===== config.mk =====
export PLATFORM = sky130hd
export DESIGN_NAME = mem_wb_stage
export DESIGN_NICKNAME = d
export VERILOG_FILES = /design/src/rtl/mem_wb_stage.sv
export SDC_FILE = /design/constraint.sdc
export NUM_CORES = 1
export LEC_CHECK = 0
export CORE_UTILIZATION = 45
export DETAILED_ROUTE_END_ITERATION = 16
export PLACE_DENSITY = 0.82
export SLEW_MARGIN = 15
export SYNTH_ARGS = -nofsm -noshare
export SYNTH_HDL_FRONTEND = slang
export SYNTH_SLANG_ARGS = --single-unit
export TNS_END_PERCENT = 30

===== constraint.sdc =====
create_clock -name clk -period 3.23 [get_ports clk]
set_input_delay 0.646 -clock clk [delete_from_list [all_inputs] [get_ports clk]]
set_output_delay 0.646 -clock clk [all_outputs]
set_load 0.02 [all_outputs]

===== src/rtl/mem_wb_stage.sv =====
// ---------------------------------------------------------------------------
// mem_wb_stage
//
// Memory + writeback stage sitting directly behind execute. It accepts one
// instruction at a time. Three cases are handled:
//   - Non-memory instructions retire one cycle after they are accepted.
//   - Loads and stores go out over a valid/ready data-memory request port.
//     Loads then wait on the response port. The loaded byte or halfword is
//     taken from its lane and extended before it is written back.
//   - Misaligned or illegal accesses are dropped and flagged on misalign_err.
// in_ready is low whenever an access is in flight, which stalls execute.
//
// Ports
//   clk, reset          clock, asynchronous active-low reset
//   in_valid/in_ready   handshake with execute (in_ready=1 only in IDLE)
//   in_rd, in_wb_en     destination register and its write enable
//   in_mem_read/write   load / store qualifiers
//   in_funct3           RISC-V load/store size code
//   in_alu_result       ALU result or effective address
//   in_rs2_val          store data
//   dmem_req_*          data-memory request (word address, lane mask, data)
//   dmem_resp_*         data-memory response (full aligned word)
//   wb_en/wb_rd/wb_data register-file writeback port (wb_en is a pulse)
//   misalign_err        one-cycle pulse for a misaligned or illegal access
// ---------------------------------------------------------------------------
module mem_wb_stage #(
    parameter int XLEN   = 32,
    parameter int REG_AW = 5
) (
    input  logic              clk,
    input  logic              reset,
    input  logic              in_valid,
    output logic              in_ready,
    input  logic [REG_AW-1:0] in_rd,
    input  logic              in_wb_en,
    input  logic              in_mem_read,
    input  logic              in_mem_write,
    input  logic [2:0]        in_funct3,
    input  logic [XLEN-1:0]   in_alu_result,
    input  logic [XLEN-1:0]   in_rs2_val,
    output logic              dmem_req_valid,
    input  logic              dmem_req_ready,
    output logic              dmem_req_write,
    output logic [XLEN-1:0]   dmem_req_addr,
    output logic [XLEN-1:0]   dmem_req_wdata,
    output logic [3:0]        dmem_req_mask,
    input  logic              dmem_resp_valid,
    input  logic [XLEN-1:0]   dmem_resp_data,
    output logic              wb_en,
    output logic [REG_AW-1:0] wb_rd,
    output logic [XLEN-1:0]   wb_data,
    output logic              misalign_err
);

    localparam logic [1:0] ST_IDLE = 2'd0;
    localparam logic [1:0] ST_REQ  = 2'd1;
    localparam logic [1:0] ST_RESP = 2'd2;

    logic [1:0]        r_state;
    logic [REG_AW-1:0] r_rd;
    logic              r_wb_en;
    logic [2:0]        r_funct3;
    logic [1:0]        r_lane;

    logic              w_accept;
    logic              w_is_mem;
    logic              w_legal;
    logic [3:0]        w_mask;
    logic [XLEN-1:0]   w_wdata;
    logic [XLEN-1:0]   w_lane_word;
    logic [XLEN-1:0]   w_load_data;

    assign in_ready = (r_state == ST_IDLE);
    assign w_accept = in_valid && in_ready;
    assign w_is_mem = in_mem_read || in_mem_write;

    // Alignment / legality of the incoming access. Unsigned sizes exist
    // only for loads, so funct3 4/5 with a store are rejected here.
    always_comb begin
        // NOTE: every signal assigned in always_comb gets a default first so
        // no path through the case can leave it unassigned (latch inference).
        w_legal = 1'b0;
        case (in_funct3)
            3'd0:    w_legal = 1'b1;
            3'd4:    w_legal = !in_mem_write;
            3'd1:    w_legal = !in_alu_result[0];
            3'd5:    w_legal = !in_mem_write && !in_alu_result[0];
            3'd2:    w_legal = (in_alu_result[1:0] == 2'b00);
            default: w_legal = 1'b0;
        endcase
    end

    // Byte-enable mask and lane-replicated store data. The memory picks the
    // right lane using the mask, so the data is copied into every lane.
    always_comb begin
        w_mask  = 4'b0000;
        w_wdata = '0;
        case (in_funct3[1:0])
            2'b00: begin
                w_mask  = 4'b0001 << in_alu_result[1:0];
                w_wdata = {(XLEN/8){in_rs2_val[7:0]}};
            end
            2'b01: begin
                w_mask  = 4'b0011 << in_alu_result[1:0];
                w_wdata = {(XLEN/16){in_rs2_val[15:0]}};
            end
            2'b10: begin
                w_mask  = 4'b1111;
                w_wdata = in_rs2_val;
            end
            default: begin
                w_mask  = 4'b0000;
                w_wdata = '0;
            end
        endcase
        if (!in_mem_write) begin
            w_wdata = '0;
        end
    end

    // Shift the addressed lane down to bit 0, then extend it by size.
    // For word loads the lane offset is always 0, so no shift happens.
    assign w_lane_word = dmem_resp_data >> {r_lane, 3'b000};

    always_comb begin
        w_load_data = w_lane_word;
        case (r_funct3)
            3'd0:    w_load_data = {{(XLEN-8){w_lane_word[7]}},   w_lane_word[7:0]};
            3'd4:    w_load_data = {{(XLEN-8){1'b0}},             w_lane_word[7:0]};
            3'd1:    w_load_data = {{(XLEN-16){w_lane_word[15]}}, w_lane_word[15:0]};
            3'd5:    w_load_data = {{(XLEN-16){1'b0}},            w_lane_word[15:0]};
            default: w_load_data = w_lane_word;
        endcase
    end

    always_ff @(posedge clk or negedge reset) begin
        if (!reset) begin
            r_state        <= ST_IDLE;
            r_rd           <= '0;
            r_wb_en        <= 1'b0;
            r_funct3       <= '0;
            r_lane         <= '0;
            dmem_req_valid <= 1'b0;
            dmem_req_write <= 1'b0;
            dmem_req_addr  <= '0;
            dmem_req_wdata <= '0;
            dmem_req_mask  <= '0;
            wb_en          <= 1'b0;
            wb_rd          <= '0;
            wb_data        <= '0;
            misalign_err   <= 1'b0;
        end else begin
            // NOTE: sequential state uses non-blocking assignments only, so
            // every register samples pre-edge values regardless of order.
            // wb_en and misalign_err are pulses: cleared unless set below.
            wb_en        <= 1'b0;
            misalign_err <= 1'b0;

            case (r_state)
                ST_IDLE: begin
                    if (w_accept) begin
                        if (!w_is_mem) begin
                            wb_en   <= in_wb_en && (in_rd != '0);
                            wb_rd   <= in_rd;
                            wb_data <= in_alu_result;
                        end else if (!w_legal) begin
                            misalign_err <= 1'b1;
                        end else begin
                            r_state        <= ST_REQ;
                            r_rd           <= in_rd;
                            r_wb_en        <= in_wb_en;
                            r_funct3       <= in_funct3;
                            r_lane         <= in_alu_result[1:0];
                            dmem_req_valid <= 1'b1;
                            dmem_req_write <= in_mem_write;
                            dmem_req_addr  <= {in_alu_result[XLEN-1:2], 2'b00};
                            dmem_req_wdata <= w_wdata;
                            dmem_req_mask  <= w_mask;
                        end
                    end
                end

                ST_REQ: begin
                    // Request fields stay frozen until the handshake.
                    if (dmem_req_ready) begin
                        dmem_req_valid <= 1'b0;
                        r_state        <= dmem_req_write ? ST_IDLE : ST_RESP;
                    end
                end

                ST_RESP: begin
                    if (dmem_resp_valid) begin
                        wb_en   <= r_wb_en && (r_rd != '0);
                        wb_rd   <= r_rd;
                        wb_data <= w_load_data;
                        r_state <= ST_IDLE;
                    end
                end

                default: r_state <= ST_IDLE;
            endcase
        end
    end

endmodule

Word-level counts from Yosys, hierarchy flattened
Index checks and enable logic that the tools add are counted.

Bits in read-only memories: 0. Register bits after elaboration: 120. Input bits: 112. Word-level logic and storage cells: 87. Bits in writable memories: 0. Memories kept: 0. Output and inout port bits: 110. Latch bits: 0.

Bitwise operators: 0. Mux-type cells: 33. Reductions and logical operators: 20. Add/subtract/negate cells: 0. Divide/modulo/power cells: 0. Equal/unequal tests: 17. Shift-type cells: 3. Multiply operators: 0. $lt $le $gt $ge: 0.

Operators by type and width (count): $mux W32 (4); $pmux W32 S4 (1); $pmux W32 S3 (1); $pmux W32 S2 (1); $shr A32 B5 Y32 (1); $mux W5 (3); $eq A3 B3 Y1 const B (4); $mux W2 (6); $pmux W4 S3 (1); $mux W1 (11); $pmux W5 S2 (1); $reduce_and A5 Y1 (2); $reduce_bool A5 Y1 (2); $reduce_and A4 Y1 (2); $eq A3 B1 Y1 const B (2); $logic_not A2 Y1 (3); $logic_not A3 Y1 (2); $ne A2 B1 Y1 const B (3); $ne A2 B2 Y1 const B (3); $pmux W2 S3 (1); $pmux W1 S5 (1); $eq A2 B1 Y1 const B (2); $eq A2 B2 Y1 const B (2); $logic_and A1 B1 Y1 (4); other kinds (7) (10).

Logic depth before layout (Yosys ltp)
Word-level depth: 7. Gate-level depth with buffers: 7. Gate-level depth less buffers: 4.

Least setup slack after synthesis
No wires, ideal clock.

Path type: input -> register. Start point: input in_mem_write. End point: register wb_data[23]. Path slack: 0.998 ns. Setup time: 0.126 ns. Data arrival time: 2.106 ns. Stages on the path: 6. Data required time: 3.104 ns. Cells stage by stage: or4b_1 > a21o_1 > buf_6 > a311oi_4 > buf_6 > a211oi_1.

Cells in the longest elaborated chain, start to end: 3.

Ends and longest elaborated chain: from (decl) (RTL line 37) `input logic in_mem_write,`; $logic_or A1 B1 Y1 (RTL line 75) `assign w_is_mem = in_mem_read || in_mem_write;`; $ne A2 B2 Y1 (no source line); $reduce_and A4 Y1 (no source line); to (signal assigned) (RTL line 165) `wb_data <= in_alu_result;`; to (signal assigned) (RTL line 195) `wb_data <= w_load_data;`; to (decl) (RTL line 51) `output logic [XLEN-1:0] wb_data,`.

Every way passes these cells. A chain may end at the register's enable or synchronous reset.

Worst setup path after layout
Start point: register r_lane[1]. End point: register wb_data[27].

Cells in the longest elaborated chain, start to end: 4.

Ends and longest elaborated chain: from (decl) (RTL line 63) `logic [1:0] r_lane;`; from (signal assigned) (RTL line 173) `r_lane <= in_alu_result[1:0];`; $shr A32 B5 Y32 (RTL line 123) `assign w_lane_word = dmem_resp_data >> {r_lane, 3'b000};`; $pmux W32 S4 (RTL line 127) `case (r_funct3)`; $mux W32 (RTL line 192) `if (dmem_resp_valid) begin`; $pmux W32 S2 (RTL line 159) `case (r_state)`.

Every way passes these cells. The select of a mux whose other input is x is not followed.

==> metrics.md <==
| Metric | Value |
|---|---|
| Die ar. | 0.0136 sq mm |
| GRT overflow | 0 |
| Area share of the largest cell type after synthesis | 50.6% |
| Sink Count | 120 |
| Number of I/O port buffers | 219 |
| DP HPWL | 13700 um |
| Number of flops mapped to enable cells by yosys | 0 |
| Flops & latches, synth | 120 |
| Element type at the critical path end | register |
| Crit start category | register |
| Clk pin slew, worst setup/hold paths | 0.05 ns |
| Hold buffers post-CTS | 0 |
| Ys Warns | 0 |
| Max Clk Rate | 410 MHz |
| RSZ-0062 raised after global routing | no |
| DR iter-0 viols | 400 |
| Setup_tns | 0 ns |
| Gr usage total | 28.2% |
| Placed Cells | 958 |
| Commonest non-fill, non-tap cell in the layout | clkdlybuf4s50_1 |
| Final Skew | 0.0170 ns |
| Ys flop type | dfrtp_1 |
| CTS max path bufs | 2 |
| Hold crit path type | input pin to asynchronous set/reset pin |
| Crit-path max FO | 21 |
| Critical Path RT | 3.52 ns |
| Post-route insts no fill | 990 |
| Layout area overhead | 50.0% |
| Num ports | 222 |
| Status | complete, no violations |
| Post-Syn Area | around 0.0059 sq mm |
| Vias in the first global route | roughly 5600 |
| CTS resizes | 0 |
| Postcts setup bufs | 0 |
| Core Area | 0.0127 sq mm |
| DR DRC count | 0 |
| VDD IR max | 0.000345 V |
| Final ANT Viol Nets | 0 |
| Antenna Cells | 0 |
| Initial Utilization | a little under half |
| Final wirelength | ~19000 um |
| Max-Cap Viols | 0 |
| Fin nets | 917 |
| Via density per instance | 5.63 |
| Largest net degree at the start of global routing | 74 |
| Arr. time, crit path | 2.73 ns |
| Worst Tran Pin Value | 0.928 ns |
| Total CTS buffers | 17 |
| Leakage power | 3.68 nW |
| Placer Congestion | 0.878 |
| Clk_lat worst skew | ~0.40 ns |
| Tcrit/Tclk final | between 70% and 80% |
| Avg Inst Size Synth | 9.77 sq um |
| Layout cells sized above 1 | 12.8% |
| Seq/Total Area, Yosys | 50.6% |
| Yosys top cell by area | dfrtp_1 |
| Drt first pass iters | 7 |
| Die X | 117 um |
| TritonCTS clock tree | built |
| Initial antenna violation count | 0 |
| First-pass GRT wire length | 28800 um |
| Die height | 117 um |
| Root Driver | clkbuf_16 |
| Clock period minus worst slack | 2.44 ns |
| Most frequent cells in the layout | clkdlybuf4s50_1 (218), nand2_1 (123), dfrtp_1 (120) |
| Drt wl/cell | 19.2 um |
| Slew headroom | 38.1% |
| Final Setup Violations | 0 |
| Via count | ~5600 |
| Final hold vios | 0 |
| Row cnt | 41 |
| Power per cell area | 815 mW/mm^2 |
| CP Class | register to register |
| Final Slew Violations | 0 |
| Post-synth ARST share | 100% |
| Yosys cell types | 41 |
| H-Tree Depth | 4 |
| Post-Synthesis Cells | 607 |
| Area contributors post-synth | dfrtp_1 (51%), mux2_2 (10%), nand2_1 (7.8%), o21ai_0 (6.3%), mux2i_1 (4.6%) |
## kinds of logic after synthesis
| family | count (synthesis) | share of synthesized area, % |
|---|---|---|
| flops | 120 | 50.6 |
| mux | 82 | 15.0 |
| other cells | 1 | 0.0632 |
| simple gates | 202 | 14.7 |
| buf+inv | 57 | 4.26 |
| compound gates | 145 | 15.3 |
## cell type report
| cell class | count | area [sq um] |
|---|---|---|
| clock buffers | 19 | 443 |
| clock inverters | 13 | 178 |
| fillers | 988 | 3820 |
| inverters | 3 | 11.3 |
| multi-input cells | 431 | 2710 |
| flip-flops and latches | 120 | 3000 |
| well taps | 172 | 215 |
| repair buffers | 232 | 2340 |
## synth_stat cells, types with 3 or more instances
cell and number:
a211oi_1 16, a21oi_1 10, a22o_1 8, a31oi_1 12
buf_1 7, buf_2 13, clkbuf_1 30, dfrtp_1 120
inv_1 3, mux2_2 55, mux2i_1 27, nand2_1 123
nand2b_1 3, nand3b_1 9, nor2_1 34, nor2b_1 5
nor3_1 17, o211ai_1 7, o21ai_0 75, o2bb2ai_1 7
## sequential cells by signal (all words and copies together), names as in the netlist, 2 cells and up
| name | cells |
|---|---|
| dmem_req_wdata | 32 |
| dmem_req_addr | 30 |
| wb_rd | 5 |
| wb_data | 32 |
| r_lane | 2 |
| r_rd | 5 |
| r_state | 2 |
| r_funct3 | 3 |
| dmem_req_mask | 4 |
## power by group
group          leakage [nW]  total (W)  internal [W]  switching [W]
Sequential             1.46    0.00242       0.00203       0.000390
Clock                 0.291    0.00197       0.00130       0.000663
Combinational          1.92    0.00286       0.00141        0.00145
## through the flow
step | setup slack, ns | power (W) | util, % | instance area (sq um) | hold WS [ns]
2_1_floorplan | 0.998 | 0.00381 | - | 5940 | 0.350
3_3_place_gp | 0.538 | 0.00518 | 65.1 | 8280 | 0.468
3_5_place_dp | 0.469 | 0.00528 | 65.1 | 8280 | 0.474
4_1_cts | 0.786 | 0.00729 | 69.9 | 8900 | 0.267
5_1_grt | 0.534 | 0.00760 | 69.9 | 8900 | 0.298
6_report | 0.789 | 0.00725 | 69.9 | 8900 | 0.247
## metal layers
| metal | up-vias | wire length, um | global-route usage, % |
|---|---|---|---|
| li1 | 2540 | - | - |
| met1 | 2666 | 7370 | 32.3 |
| met2 | 310 | 9270 | 48.3 |
| met3 | 53 | 1690 | 8.19 |
| met4 | 0 | 698 | 14.1 |
| met5 | - | 0 | 0 |
## worst max-delay path: stages, from the launching register on
cell	delay, ns
dfrtp_1	0.72
nor2b_1	0.61
nor2b_1	0.56
nand2_1	0.13
a211oi_1	0.30
## final timing paths
check	startpoint	to	slack (ns)	cells after the start
worst max-delay path	r_lane[1]	wb_data[27]	0.79	4
worst min-delay path	reset	wb_data[14]	0.25	1
worst max register to register	r_lane[1]	wb_data[27]	0.79	4
worst min register to register	dmem_req_wdata[23]	dmem_req_wdata[23]	0.48	2
max in group asynchronous	reset	dmem_req_wdata[19]	2.15	2
min in group clk	dmem_req_wdata[23]	dmem_req_wdata[23]	0.48	2
Note: power is estimated with default switching activity, not from simulation.
